**src/rtl/mem_3_to_1_arbiter.sv**
```systemverilog
// mem_3_to_1_arbiter: round-robin sharing of one single-port memory by three clients; `define MEM_ARB_WR_FIRST_EN to favour writes over reads
module mem_3_to_1_arbiter #(
    parameter int WIDTH                = 32,
    parameter int SINGLE_MEM_DEPTH     = 14,
    parameter int FULL_MEM_DEPTH       = 42,
    parameter int SINGLE_MEM_DEPTH_LOG = $clog2(SINGLE_MEM_DEPTH),
    parameter int FULL_MEM_DEPTH_LOG   = $clog2(FULL_MEM_DEPTH),
    parameter int MEM_0_START_ADDR     = 0,
    parameter int MEM_1_START_ADDR     = 14,
    parameter int MEM_2_START_ADDR     = 28,
    parameter int RD_LATENCY           = 1
) (
    input  logic                            clk,
    input  logic                            rst,
    input  logic                            c0_req,
    input  logic                            c0_we,
    input  logic [SINGLE_MEM_DEPTH_LOG-1:0] c0_addr,
    input  logic [WIDTH-1:0]                c0_din,
    output logic                            c0_gnt,
    input  logic                            c1_req,
    input  logic                            c1_we,
    input  logic [SINGLE_MEM_DEPTH_LOG-1:0] c1_addr,
    input  logic [WIDTH-1:0]                c1_din,
    output logic                            c1_gnt,
    input  logic                            c2_req,
    input  logic                            c2_we,
    input  logic [SINGLE_MEM_DEPTH_LOG-1:0] c2_addr,
    input  logic [WIDTH-1:0]                c2_din,
    output logic                            c2_gnt,
    output logic                            rd_valid,
    output logic [1:0]                      rd_id,
    output logic [WIDTH-1:0]                rd_data,
    output logic                            addr_err,
    output logic                            mem_wr_en,
    output logic [FULL_MEM_DEPTH_LOG-1:0]   mem_addr,
    output logic [WIDTH-1:0]                mem_din,
    input  logic [WIDTH-1:0]                mem_q
);
    localparam logic [SINGLE_MEM_DEPTH_LOG:0] SD = (SINGLE_MEM_DEPTH_LOG+1)'(SINGLE_MEM_DEPTH);
    logic [1:0] ptr, p1, p2, sel;
    logic [2:0] req_v, we_v, elig;
    logic gnt_any, oor, xfer_ok, sel_we;
    logic [SINGLE_MEM_DEPTH_LOG-1:0] sel_addr;
    logic [WIDTH-1:0] sel_din;
    logic [FULL_MEM_DEPTH_LOG-1:0] sel_base;
    logic [RD_LATENCY-1:0] pv, perr;
    logic [RD_LATENCY-1:0][1:0] pid;
    assign req_v = {c2_req, c1_req, c0_req};
    assign we_v  = {c2_we, c1_we, c0_we};
`ifdef MEM_ARB_WR_FIRST_EN
    assign elig = |(req_v & we_v) ? (req_v & we_v) : req_v;
`else
    assign elig = req_v;
`endif
    always_comb begin
        p1       = (ptr == 2'd2) ? 2'd0 : ptr + 2'd1;
        p2       = (ptr == 2'd0) ? 2'd2 : ptr - 2'd1;
        gnt_any  = !rst && |elig;
        sel      = elig[ptr] ? ptr : elig[p1] ? p1 : p2;
        sel_addr = (sel == 2'd0) ? c0_addr : (sel == 2'd1) ? c1_addr : c2_addr;
        sel_din  = (sel == 2'd0) ? c0_din : (sel == 2'd1) ? c1_din : c2_din;
        sel_we   = we_v[sel];
        sel_base = (sel == 2'd0) ? FULL_MEM_DEPTH_LOG'(MEM_0_START_ADDR) :
                   (sel == 2'd1) ? FULL_MEM_DEPTH_LOG'(MEM_1_START_ADDR) :
                                   FULL_MEM_DEPTH_LOG'(MEM_2_START_ADDR);
        oor      = {1'b0, sel_addr} >= SD;
        xfer_ok  = gnt_any && !oor;
        c0_gnt   = gnt_any && sel == 2'd0;
        c1_gnt   = gnt_any && sel == 2'd1;
        c2_gnt   = gnt_any && sel == 2'd2;
        mem_wr_en = xfer_ok && sel_we;
        mem_addr  = xfer_ok ? sel_base + FULL_MEM_DEPTH_LOG'(sel_addr) : '0;
        mem_din   = xfer_ok ? sel_din : '0;
    end
    always_ff @(posedge clk) begin
        if (rst) begin
            ptr      <= 2'd0;
            addr_err <= 1'b0;
            pv       <= '0;
            perr     <= '0;
            pid      <= '0;
        end else begin
            if (gnt_any)
                ptr <= (sel == 2'd2) ? 2'd0 : sel + 2'd1;
            if (gnt_any && oor)
                addr_err <= 1'b1;
            pv[0]   <= gnt_any && !sel_we;
            pid[0]  <= sel;
            perr[0] <= oor;
            for (int i = 1; i < RD_LATENCY; i++) begin
                pv[i]   <= pv[i-1];
                pid[i]  <= pid[i-1];
                perr[i] <= perr[i-1];
            end
        end
    end
    // Out-of-range reads never touched memory, so their return word is forced to zero.
    assign rd_valid = pv[RD_LATENCY-1] && !rst;
    assign rd_id    = pid[RD_LATENCY-1];
    assign rd_data  = perr[RD_LATENCY-1] ? '0 : mem_q;
endmodule

```
**config.mk**
```make
export PLATFORM = sky130hd
export DESIGN_NAME = mem_3_to_1_arbiter
export DESIGN_NICKNAME = d
export VERILOG_FILES = /design/src/rtl/mem_3_to_1_arbiter.sv
export SDC_FILE = /design/constraint.sdc
export NUM_CORES = 1
export LEC_CHECK = 0
export ABC_CLOCK_PERIOD_IN_PS = 5100
export CORE_AREA = 2 2 87 89
export CTS_CLUSTER_SIZE = 20
export DETAILED_ROUTE_END_ITERATION = 12
export DIE_AREA = 0 0 89 91
export GPL_ROUTABILITY_DRIVEN = 1
export HOLD_SLACK_MARGIN = 0.02
export PLACE_DENSITY_LB_ADDON = 0.2
export SKIP_LAST_GASP = 1
export SLEW_MARGIN = 10
export SYNTH_ARGS = -nofsm -noshare
export SYNTH_HDL_FRONTEND = slang
export SYNTH_SLANG_ARGS = --single-unit
```
**constraint.sdc**
```tcl
create_clock -name clk -period 5.1 [get_ports clk]
set_input_delay 0.51 -clock clk [delete_from_list [all_inputs] [get_ports clk]]
set_output_delay 0.51 -clock clk [all_outputs]
set_load 0.02 [all_outputs]
```
==> impl_metrics.yaml <==
timing:
  tightest_slew_ns: 1.073
  setup_viol: 0
  min_period_over_period: 0.9016
  clock-skew-final_ns: 0.002829
  finalSetupTns_ns: 0
  drv_slew: 0
  min_period_ns: 4.598
  rsz0062_at_grt: "false"
  relSlewSlack: 0.2848
  fmax_mhz: 217.5
  hold_violations: 0
setup_path:
  crit_slowest_cell: "clkdlybuf4s50_1"
  critPathBufInv: 4
  critPathMaxStageDelay_ns: 0.61
  worstSetupPathType: "reg -> out"
  startpoint_type: "flop"
  arrival_ns: 4.09
  cpMostUsedCell: "buf_4"
  path_delay_family: "buffers and inverters"
  critPathRequiredTime_ns: 4.59
  cp-end-kind: "output port"
  crit_chain: "inv_1 -> ha_1 -> or2_1 -> a21oi_2 -> o31ai_2 -> and2_2 -> buf_4 -> a31o_2 -> buf_4 -> a2111oi_1 -> clkdlybuf4s50_1"
  cp_max_fo: 39
synth:
  synth.avg_cell_area_sq_um: 7.409
  synth_cells: 255
  synth-seq-cells: 7
  syn-cell-area_sq_um: 1889
  async_reset_ff_frac: 0
  ys.flop_type: "dfxtp_1"
  synth_edf_count: 0
  yosysTopAreaCell: "mux2i_1"
  seq_area_frac_synth: 0.07417
  yosys_warnings: 0
  synth_fp_nets: 409
  synth.top_cells.by_area: "mux2i_1, nor2b_1, a2111oi_1"
  synth_cell_types: 39
  synth_top_area_frac: 0.1907
finish:
  area_growth_pct: 124.6
  finalNonFillerCells: 563
  design_area_sq_um: 4243
  diodes: 0
  fin_nets: 619
  drive_gt1_frac: 0.06466
  postLayoutCoreUtil: 0.5945
clocking:
  cts_tree: "built"
  clock_tree.buffer_depth: 2
  cts_buffers: 3
  cts_resized: 0
  htreeDepth: 1
  cts.hold.buffers_added: 0
  cts-root-buf: "clkbuf_8"
  clk_pin_slew_ns: 0.04
  worstSkewPairLatency_ns: 0.23
  cts.sinks: 7
  cts_setup_buffers: 0
die:
  core_sq_um: 7137
  die_h_um: 91
  num_rows: 31
  io_pins: 226
  start_util: 0.2647
  die_width_um: 89
  dieArea_sq_um: 8099
run_status:
  status: "completed"
min_path:
  hp-class: "reg -> reg"
power:
  total_power_mw: 2.098
  powerDensity_nw_per_um2: 494.5
  peakVddDrop_mv: 0.2311
  power_leakage_nw: 1.533
drt:
  drt_iter0_drc: 54
  routed_wl_um: 8487
  vias_per_cell: 4.876
  drc_errors: 0
  postRouteAntennaNets: 0
  route.vias.total: 2745
  route.detailed.wl_per_inst_um: 15.07
  drt_pass1_iterations: 4
placed_design:
  dp_hpwl_um: 7001
  portBuffers: 225
  place.gp.congestion: 0.8507
  postPlaceCellArea_sq_um: 4198
  dp_cells: 559
grt:
  grtUsageTotal: 0.1999
  grt_max_degree: 44
  grt-ovfl-total: 0
  grt_pass1_vias: 2737
  grt_pass1_wl_um: 12970
  antenna_found_initial: 0
run:
  maxCapViolCount: 0
==> state kept, by name, summed over array words and instances, names as in the netlist <==
name and cells:
rd_id 2, ptr 2, perr 1, addr_err 1, pv 1
==> synthesized netlist by cell type, types with 3 or more instances <==
library cell	n
nor2_1	41
mux2i_1	36
nor2b_1	36
a2111oi_1	19
nand2_1	13
buf_2	12
a2111oi_2	11
clkbuf_1	10
inv_1	9
dfxtp_1	7
a21oi_1	6
nand3_1	6
ha_1	5
nor3_1	5
a2111oi_0	4
a211oi_1	4
a21o_1	3
a31oi_1	3
==> routing by layer <==
metal | part of all wire | up-vias | routed length (um) | GRT usage
li1 | - | 1365 | - | -
met3 | 0.11 | 8 | 947 | 0.06182
met1 | 0.35 | 1231 | 3006 | 0.1997
met5 | 0 | - | 0 | 0
met2 | 0.52 | 141 | 4433 | 0.3955
met4 | 0.012 | 0 | 99 | 0.03358
==> cell families after synthesis <==
group	after synthesis	synth area share
AO/OA/AOI/OAI	60	0.3073
buffers and inverters	35	0.08543
flip-flops	7	0.07417
adder cells (fa/ha/maj)	6	0.04371
AND/OR/NAND/NOR	109	0.2868
multiplexers	38	0.2027
==> path summary, 6_finish.rpt <==
| kind | start | endpoint | slack [ns] | cells after the start |
|---|---|---|---|---|
| max reg2reg | ptr[0] | perr | 2.07 | 9 |
| max | ptr[0] | mem_din[25] | 0.50 | 11 |
| min | addr_err | addr_err | 0.55 | 2 |
| min reg2reg | addr_err | addr_err | 0.55 | 2 |
==> where the power goes <==
group	internal [mW]	switching (mW)	leakage (nW)
Sequential	0.0752	0.0311	0.0576
Combinational	0.873	1.04	1.45
Clock	0.0542	0.0258	0.0228
==> metrics by stage <==
step	setup slack [ns]	hold slack [ns]
4_1_cts	0.4738	0.5505
6_report	0.5017	0.5494
5_1_grt	0.2414	0.5643
3_3_place_gp	0.6228	0.5050
2_1_floorplan	0.8876	0.4903
3_5_place_dp	0.5465	0.5423
==> tightest hold or removal path, delay by kind of cell (launching register included) <==
| kind | cells | cell delay (ns) |
|---|---|---|
| AOI/OAI and AO/OA | 1 | 0.14 |
| and+or+nand+nor | 1 | 0.04 |
| DFF | 1 | 0.32 |
==> layout by cell type (no fill, tap or decap), drive strengths merged, types with 3 or more instances in the layout <==
| cell type | netlist | routed |
|---|---|---|
| a211oi | 4 | 4 |
| mux2i | 36 | 36 |
| ha | 5 | 5 |
| clkdlybuf4s50 | 0 | 225 |
| nor2 | 41 | 41 |
| inv | 10 | 10 |
| nor2b | 36 | 36 |
| nand3 | 6 | 6 |
| nor3 | 5 | 5 |
| a21o | 3 | 3 |
| buf | 15 | 5 |
| dfxtp | 7 | 7 |
| a2111oi | 34 | 34 |
| a31oi | 3 | 3 |
| nand2 | 13 | 13 |
| a21oi | 7 | 7 |
| clkbuf | 10 | 4 |
==> final cells by class <==
cell class	count	area [sq um]
clock buffer	4	45.04
fill	660	2894
inverter	10	37.54
multi-input combinational	213	1607
sequential	7	140.1
tap	99	123.9
timing repair buffer	230	2290
Note: power is estimated with default switching activity, not from simulation.
